--- src/rtl/adder_result_buffer_pkg.sv ---
// Shared width defaults and the result entry layout so the 4-bit adder and
// everything that consumes its results agree on how a result is packed.
package adder_pkg;

  localparam int DEF_DEPTH   = 4;
  localparam int DEF_SUM_W   = 4;
  localparam int DEF_TOTAL_W = 8;
  localparam int DEF_OVC_W   = 4;

  // One buffered adder result: overflow flag above the sum bits.
  typedef struct packed {
    logic                 ov;
    logic [DEF_SUM_W-1:0] sum;
  } entry_t;

endpackage

--- src/rtl/adder_result_buffer_if.sv ---
// Bundle of the adder-result input side, the valid/ready drain side and the
// status counters of the result buffer.
interface adder_result_buffer_if
  import adder_pkg::*;
#(
  parameter int DEPTH   = DEF_DEPTH,
  parameter int SUM_W   = DEF_SUM_W,
  parameter int TOTAL_W = DEF_TOTAL_W,
  parameter int OVC_W   = DEF_OVC_W
);

  localparam int CNT_W = $clog2(DEPTH) + 1;

  logic               In_Valid;
  logic [SUM_W-1:0]   Sum;
  logic               Overflow;
  logic               In_Ready;
  logic [SUM_W:0]     Out_Data;
  logic               Out_Valid;
  logic               Out_Ready;
  logic [CNT_W-1:0]   Count;
  logic [TOTAL_W-1:0] Total;
  logic [OVC_W-1:0]   Ov_Count;

  // Producer/consumer side: drives adder results and drain requests.
  modport master (
    output In_Valid, Sum, Overflow, Out_Ready,
    input  In_Ready, Out_Data, Out_Valid, Count, Total, Ov_Count
  );

  // Buffer side.
  modport slave (
    input  In_Valid, Sum, Overflow, Out_Ready,
    output In_Ready, Out_Data, Out_Valid, Count, Total, Ov_Count
  );

endinterface

--- src/rtl/adder_result_buffer_core.sv ---
// Circular-buffer FIFO holding adder results. Occupancy is tracked with an
// explicit counter so full and empty are unambiguous without an extra
// pointer bit. There is no bypass path: a push is only accepted when the
// registered count says there is room.
module result_fifo_core
  import adder_pkg::*;
#(
  parameter int DEPTH = DEF_DEPTH,
  parameter int W     = DEF_SUM_W + 1,
  localparam int PTR_W = $clog2(DEPTH),
  localparam int CNT_W = PTR_W + 1
) (
  input  logic             clk,
  input  logic             rst,
  input  logic             push_req,
  input  logic [W-1:0]     wdata,
  input  logic             pop_req,
  output logic             in_ready,
  output logic             out_valid,
  output logic [W-1:0]     rdata,
  output logic [CNT_W-1:0] count,
  output logic             push
);

  logic [W-1:0]     mem [DEPTH];
  logic [PTR_W-1:0] wr_ptr;
  logic [PTR_W-1:0] rd_ptr;
  logic             pop;

  assign in_ready  = (count != CNT_W'(DEPTH));
  assign out_valid = (count != '0);
  assign push      = push_req && in_ready;
  assign pop       = pop_req && out_valid;

  // Empty buffer presents zero so stale storage never leaks out.
  assign rdata = out_valid ? mem[rd_ptr] : '0;

  // Storage is written on every accepted push and deliberately not reset.
  always_ff @(posedge clk) begin
    if (push) begin
      mem[wr_ptr] <= wdata;
    end
  end

  // Pointers wrap naturally at DEPTH (power of two); reset discards entries.
  always_ff @(posedge clk) begin
    if (rst) begin
      wr_ptr <= '0;
      rd_ptr <= '0;
      count  <= '0;
    end else begin
      if (push) begin
        wr_ptr <= wr_ptr + PTR_W'(1);
      end
      if (pop) begin
        rd_ptr <= rd_ptr + PTR_W'(1);
      end
      unique case ({push, pop})
        2'b10:   count <= count + CNT_W'(1);
        2'b01:   count <= count - CNT_W'(1);
        default: count <= count;
      endcase
    end
  end

endmodule

--- src/rtl/adder_result_buffer.sv ---
// Result buffer sitting behind the 4-bit adder: queues {Overflow, Sum}
// results for a slower consumer and keeps a wrap-around running total of
// accepted sums plus a saturating count of overflowed results.
module adder_result_buffer
  import adder_pkg::*;
#(
  parameter int DEPTH   = DEF_DEPTH,
  parameter int SUM_W   = DEF_SUM_W,
  parameter int TOTAL_W = DEF_TOTAL_W,
  parameter int OVC_W   = DEF_OVC_W
) (
  input logic                  Clk,
  input logic                  Reset,
  adder_result_buffer_if.slave bus
);

  logic               push;
  logic [TOTAL_W-1:0] total;
  logic [OVC_W-1:0]   ov_count;

  result_fifo_core #(
    .DEPTH (DEPTH),
    .W     (SUM_W + 1)
  ) u_core (
    .clk       (Clk),
    .rst       (Reset),
    .push_req  (bus.In_Valid),
    .wdata     ({bus.Overflow, bus.Sum}),
    .pop_req   (bus.Out_Ready),
    .in_ready  (bus.In_Ready),
    .out_valid (bus.Out_Valid),
    .rdata     (bus.Out_Data),
    .count     (bus.Count),
    .push      (push)
  );

  assign bus.Total    = total;
  assign bus.Ov_Count = ov_count;

  // Accumulators follow accepted pushes only; dropped results are not counted.
  always_ff @(posedge Clk) begin
    if (Reset) begin
      total    <= '0;
      ov_count <= '0;
    end else if (push) begin
      total <= total + TOTAL_W'(bus.Sum);
      if (bus.Overflow && (ov_count != '1)) begin
        ov_count <= ov_count + OVC_W'(1);
      end
    end
  end

endmodule

--- src/flat_wrapper.sv ---
// flat-port wrapper written by rule: the top's interface ports become plain ports
module adder_result_buffer_flat import adder_pkg::*;
#(
  parameter int DEPTH   = DEF_DEPTH,
  parameter int SUM_W   = DEF_SUM_W,
  parameter int TOTAL_W = DEF_TOTAL_W,
  parameter int OVC_W   = DEF_OVC_W
)
  (Clk, Reset, bus_In_Valid, bus_Sum, bus_Overflow, bus_Out_Ready, bus_In_Ready, bus_Out_Data, bus_Out_Valid, bus_Count, bus_Total, bus_Ov_Count);
  adder_result_buffer_if #(.DEPTH(DEPTH), .SUM_W(SUM_W), .TOTAL_W(TOTAL_W), .OVC_W(OVC_W)) bus_i ();
  input logic Clk;
  input logic Reset;
  input wire logic [$bits(bus_i.In_Valid)-1:0] bus_In_Valid;
  input wire logic [$bits(bus_i.Sum)-1:0] bus_Sum;
  input wire logic [$bits(bus_i.Overflow)-1:0] bus_Overflow;
  input wire logic [$bits(bus_i.Out_Ready)-1:0] bus_Out_Ready;
  output wire logic [$bits(bus_i.In_Ready)-1:0] bus_In_Ready;
  output wire logic [$bits(bus_i.Out_Data)-1:0] bus_Out_Data;
  output wire logic [$bits(bus_i.Out_Valid)-1:0] bus_Out_Valid;
  output wire logic [$bits(bus_i.Count)-1:0] bus_Count;
  output wire logic [$bits(bus_i.Total)-1:0] bus_Total;
  output wire logic [$bits(bus_i.Ov_Count)-1:0] bus_Ov_Count;
  assign bus_i.In_Valid = bus_In_Valid;
  assign bus_i.Sum = bus_Sum;
  assign bus_i.Overflow = bus_Overflow;
  assign bus_i.Out_Ready = bus_Out_Ready;
  assign bus_In_Ready = bus_i.In_Ready;
  assign bus_Out_Data = bus_i.Out_Data;
  assign bus_Out_Valid = bus_i.Out_Valid;
  assign bus_Count = bus_i.Count;
  assign bus_Total = bus_i.Total;
  assign bus_Ov_Count = bus_i.Ov_Count;
  adder_result_buffer #(.DEPTH(DEPTH), .SUM_W(SUM_W), .TOTAL_W(TOTAL_W), .OVC_W(OVC_W)) u_core (.Clk(Clk), .Reset(Reset), .bus(bus_i));
endmodule
--- config.mk ---
export PLATFORM = sky130hd
export DESIGN_NAME = adder_result_buffer_flat
export DESIGN_NICKNAME = d
export VERILOG_FILES = /design/src/rtl/adder_result_buffer_pkg.sv /design/src/rtl/adder_result_buffer_if.sv /design/src/rtl/adder_result_buffer_core.sv /design/src/rtl/adder_result_buffer.sv /design/src/flat_wrapper.sv
export SDC_FILE = /design/constraint.sdc
export NUM_CORES = 1
export LEC_CHECK = 0
export ABC_AREA = 1
export CORE_MARGIN = 1.5
export CORE_UTILIZATION = 45
export DETAILED_ROUTE_END_ITERATION = 6
export PLACE_DENSITY_LB_ADDON = 0.05
export SYNTH_ARGS = -nofsm -noshare
export SYNTH_HDL_FRONTEND = slang
export SYNTH_SLANG_ARGS = --single-unit
--- constraint.sdc ---
create_clock -name Clk -period 4.08 [get_ports Clk]
set_input_delay 0.612 -clock Clk [delete_from_list [all_inputs] [get_ports Clk]]
set_output_delay 0.612 -clock Clk [all_outputs]
set_load 0.1 [all_outputs]
==> run metrics <==
die width ~70 µm; minimum clock period around 3000 ps; Core Box Area slightly above 0.004 mm²; Flop pwr share between 30% and 40%; # DRC 0; synth unique cells 25; pin count of the biggest net entering global routing 15; post-CTS resize count 0; Lkg Pwr approximately 0.94 nW; Final Max Tran Viols 0; Rel. slew slack around a third; sw power roughly 0.84 mW; Via-to-Cell Ratio approximately 4.8; Internal between 0.8 and 0.9 mW; Final Skew 7.87 ps; mux cell area share after synthesis 0%; Required @ worst endpoint around 3500 ps; number of synthesized flops with an enable pin 20; Max-Cap Viols 0; register area roughly 0.0010 mm²; Logic pwr share between 50% and 60%; vias post-DR 1,422; share of cells above drive strength 1 6.85%; Final Hold Vio Count 0; gpl congestion roughly 0.77; WL/cell roughly 12 µm; Post-Synth XOR/XNOR Area 1.36%; number of cell rows 23; multi-input gate area in the final layout between 700 and 800 µm²; Sw Share between 50% and 60%; antenna diode count 0; Max Buffers Root-to-Sink 2; Detailed Route Iter0 Violations 47; Syn Std Cell Area just under 0.002 mm²; placed insts slightly below 300; register area share after synthesis between 50% and 60%; I/O pin count 31; CP max FO 11; flops & latches, synth 41; Initial Util between 40% and 50%; worst setup path class reg -> out; Hold Path Stages 1; Post-synth ARST share 0%; final setup vio count 0; Vert. Die Dim 68.6 µm; Post-DP HPWL about 2600 µm; Clock Sinks 41; ANT nets after route 0; Worst Tran Pin Value ~1000 ps; Area Overhead vs Synth 21.4%; most frequent cells in the layout 43 x nor2_1, 30 x clkdlybuf4s50_1, 28 x nand2_1, 23 x inv_1; Post-Syn Instances between 200 and 250; first-pass GRT wire length about 5800 µm; Yosys warning count 0; Final Total Pwr around 1.6 mW; Clock power frac between 10% and 20%; simple-gate portion of the synthesized area ~20%; Clock Latency Late Sink just under 300 ps; H-tree depth 2; Final #Nets ~270; final WL 3540 µm; TritonRoute pass-1 iters 4; pwr dens between 600 and 700 mW/mm²; TNS Setup 0 ps; overall routing resource usage roughly 17%; worst r2r path cells 12; post-layout util 57.9%; largest family of logic cells by synthesized area simple AND/OR/NAND/NOR gates; Setup Fix Bufs, Post-CTS 0; Post-Synth Adder-Cell Area about 8.5%; initial antenna violation count 0; Post-synth top flop dfxtp_1; Post-Syn Area per Cell 9.05 µm²; worst vdd ir about 0.00027 V; Num CTS Buffers 5; crit share post-route about three quarters; max frequency 0.333 GHz; buffers added on ports 30; Tightest Hold Check Type reg -> reg; commonest non-fill, non-tap cell in the layout nor2_1; Net Count, Synth 235; number of global-route vias before repair 1,314; DIE AREA around 0.0047 mm²; critical path arrival between 2000 and 2500 ps; Reg clk slew, reported paths ~80 ps; CTS tree built; cts hold-fix bufs 0; RSZ-0062 raised after global routing false; post-synthesis compound-gate area fraction a little over a tenth; GRT overflow 0; fill count between 300 and 400; Worst Setup Start Kind flip-flop; status finished clean; non-filler cells, final around 300; crit end category output pin; clock root cell clkbuf_8
## critical path, cell delays in order (launching register included)
cell and delay (ps):
dfxtp_1 510, nor2_1 90, nor2_1 120, o21ai_0 90
a21oi_1 150, clkdlybuf4s50_1 1140
## routing by layer
layer,GRT usage [%],share of wire [%],vias up
met1,21.2,49,631
li1,-,-,764
met2,28.1,47,22
met4,7.50,1.4,0
met5,0,0,-
met3,2.92,3.1,5
## final timing paths
path | startpoint | endpoint | slack, ps
max reg2reg | u_core.u_core.count[1]$_SDFFE_PP0P_ | u_core.u_core.count[2]$_SDFFE_PP0P_ | 2080
min reg2reg | u_core.u_core.rd_ptr[0]$_SDFFE_PP0P_ | u_core.u_core.rd_ptr[0]$_SDFFE_PP0P_ | 510
min | u_core.u_core.rd_ptr[0]$_SDFFE_PP0P_ | u_core.u_core.rd_ptr[0]$_SDFFE_PP0P_ | 510
max | flip-flop | bus_Out_Data[2] | 1070
## registers in the layout, summed over array words and instances, names as in the netlist, named ones only
register,cells
u_core.u_core.mem,20
u_core.u_core.rd_ptr,2
u_core.u_core.wr_ptr,2
u_core.bus.Total,8
u_core.bus.Ov_Count,4
u_core.u_core.count,3
## logic make-up after synthesis
logic type,count (synthesis)
AO/OA/AOI/OAI,41
XOR/XNOR,3
adder cells (fa/ha/maj),12
buffers and inverters,29
flip-flops,41
AND/OR/NAND/NOR,88
## through the flow
| stage | instance area, µm² | hold WS, ps | setup slack, ps |
|---|---|---|---|
| after CTS | 2350 | 505 | 1070 |
| final | 2350 | 508 | 1070 |
| after global placement | 2260 | 481 | 1410 |
| after global routing | 2350 | 522 | 865 |
| after detailed placement | 2260 | 486 | 1400 |
| after floorplan | 1940 | 457 | -84.9 |
## layout make-up
class                   instances  area share (%)
repair buffers                 30            12.8
clock inverters                 3           0.745
clock buffers                   5            2.93
inverters                      25            4.10
well taps                      50            2.66
flip-flops and latches         41            43.4
multi-input cells             144            33.4
## power by group through the flow
| stage | combinational (mW) | clock [mW] | sequential [mW] |
|---|---|---|---|
| 6_report | 0.850 | 0.257 | 0.535 |
| 5_1_grt | 0.907 | 0.276 | 0.543 |
| 4_1_cts | 0.853 | 0.266 | 0.536 |
| 3_5_place_dp | 0.851 | 0 | 0.545 |
| 3_3_place_gp | 0.845 | 0 | 0.544 |
| 2_1_floorplan | 0.534 | 0 | 0.686 |
## synthesized netlist by cell type (2+ instances only)
cell / n / area (µm²)
xor2_1: 2 / 17.5
edfxtp_1: 20 / 601
nor2_1: 43 / 161
dfxtp_1: 21 / 420
buf_6: 2 / 22.5
nand3_1: 8 / 40.0
ha_1: 10 / 125
o21ai_1: 3 / 15.0
nor2_4: 3 / 33.8
a21oi_1: 21 / 105
o21ai_0: 17 / 85.1
nand2_1: 28 / 105
fa_1: 2 / 40.0
inv_1: 23 / 86.3
(Power assumes the default switching activity.)
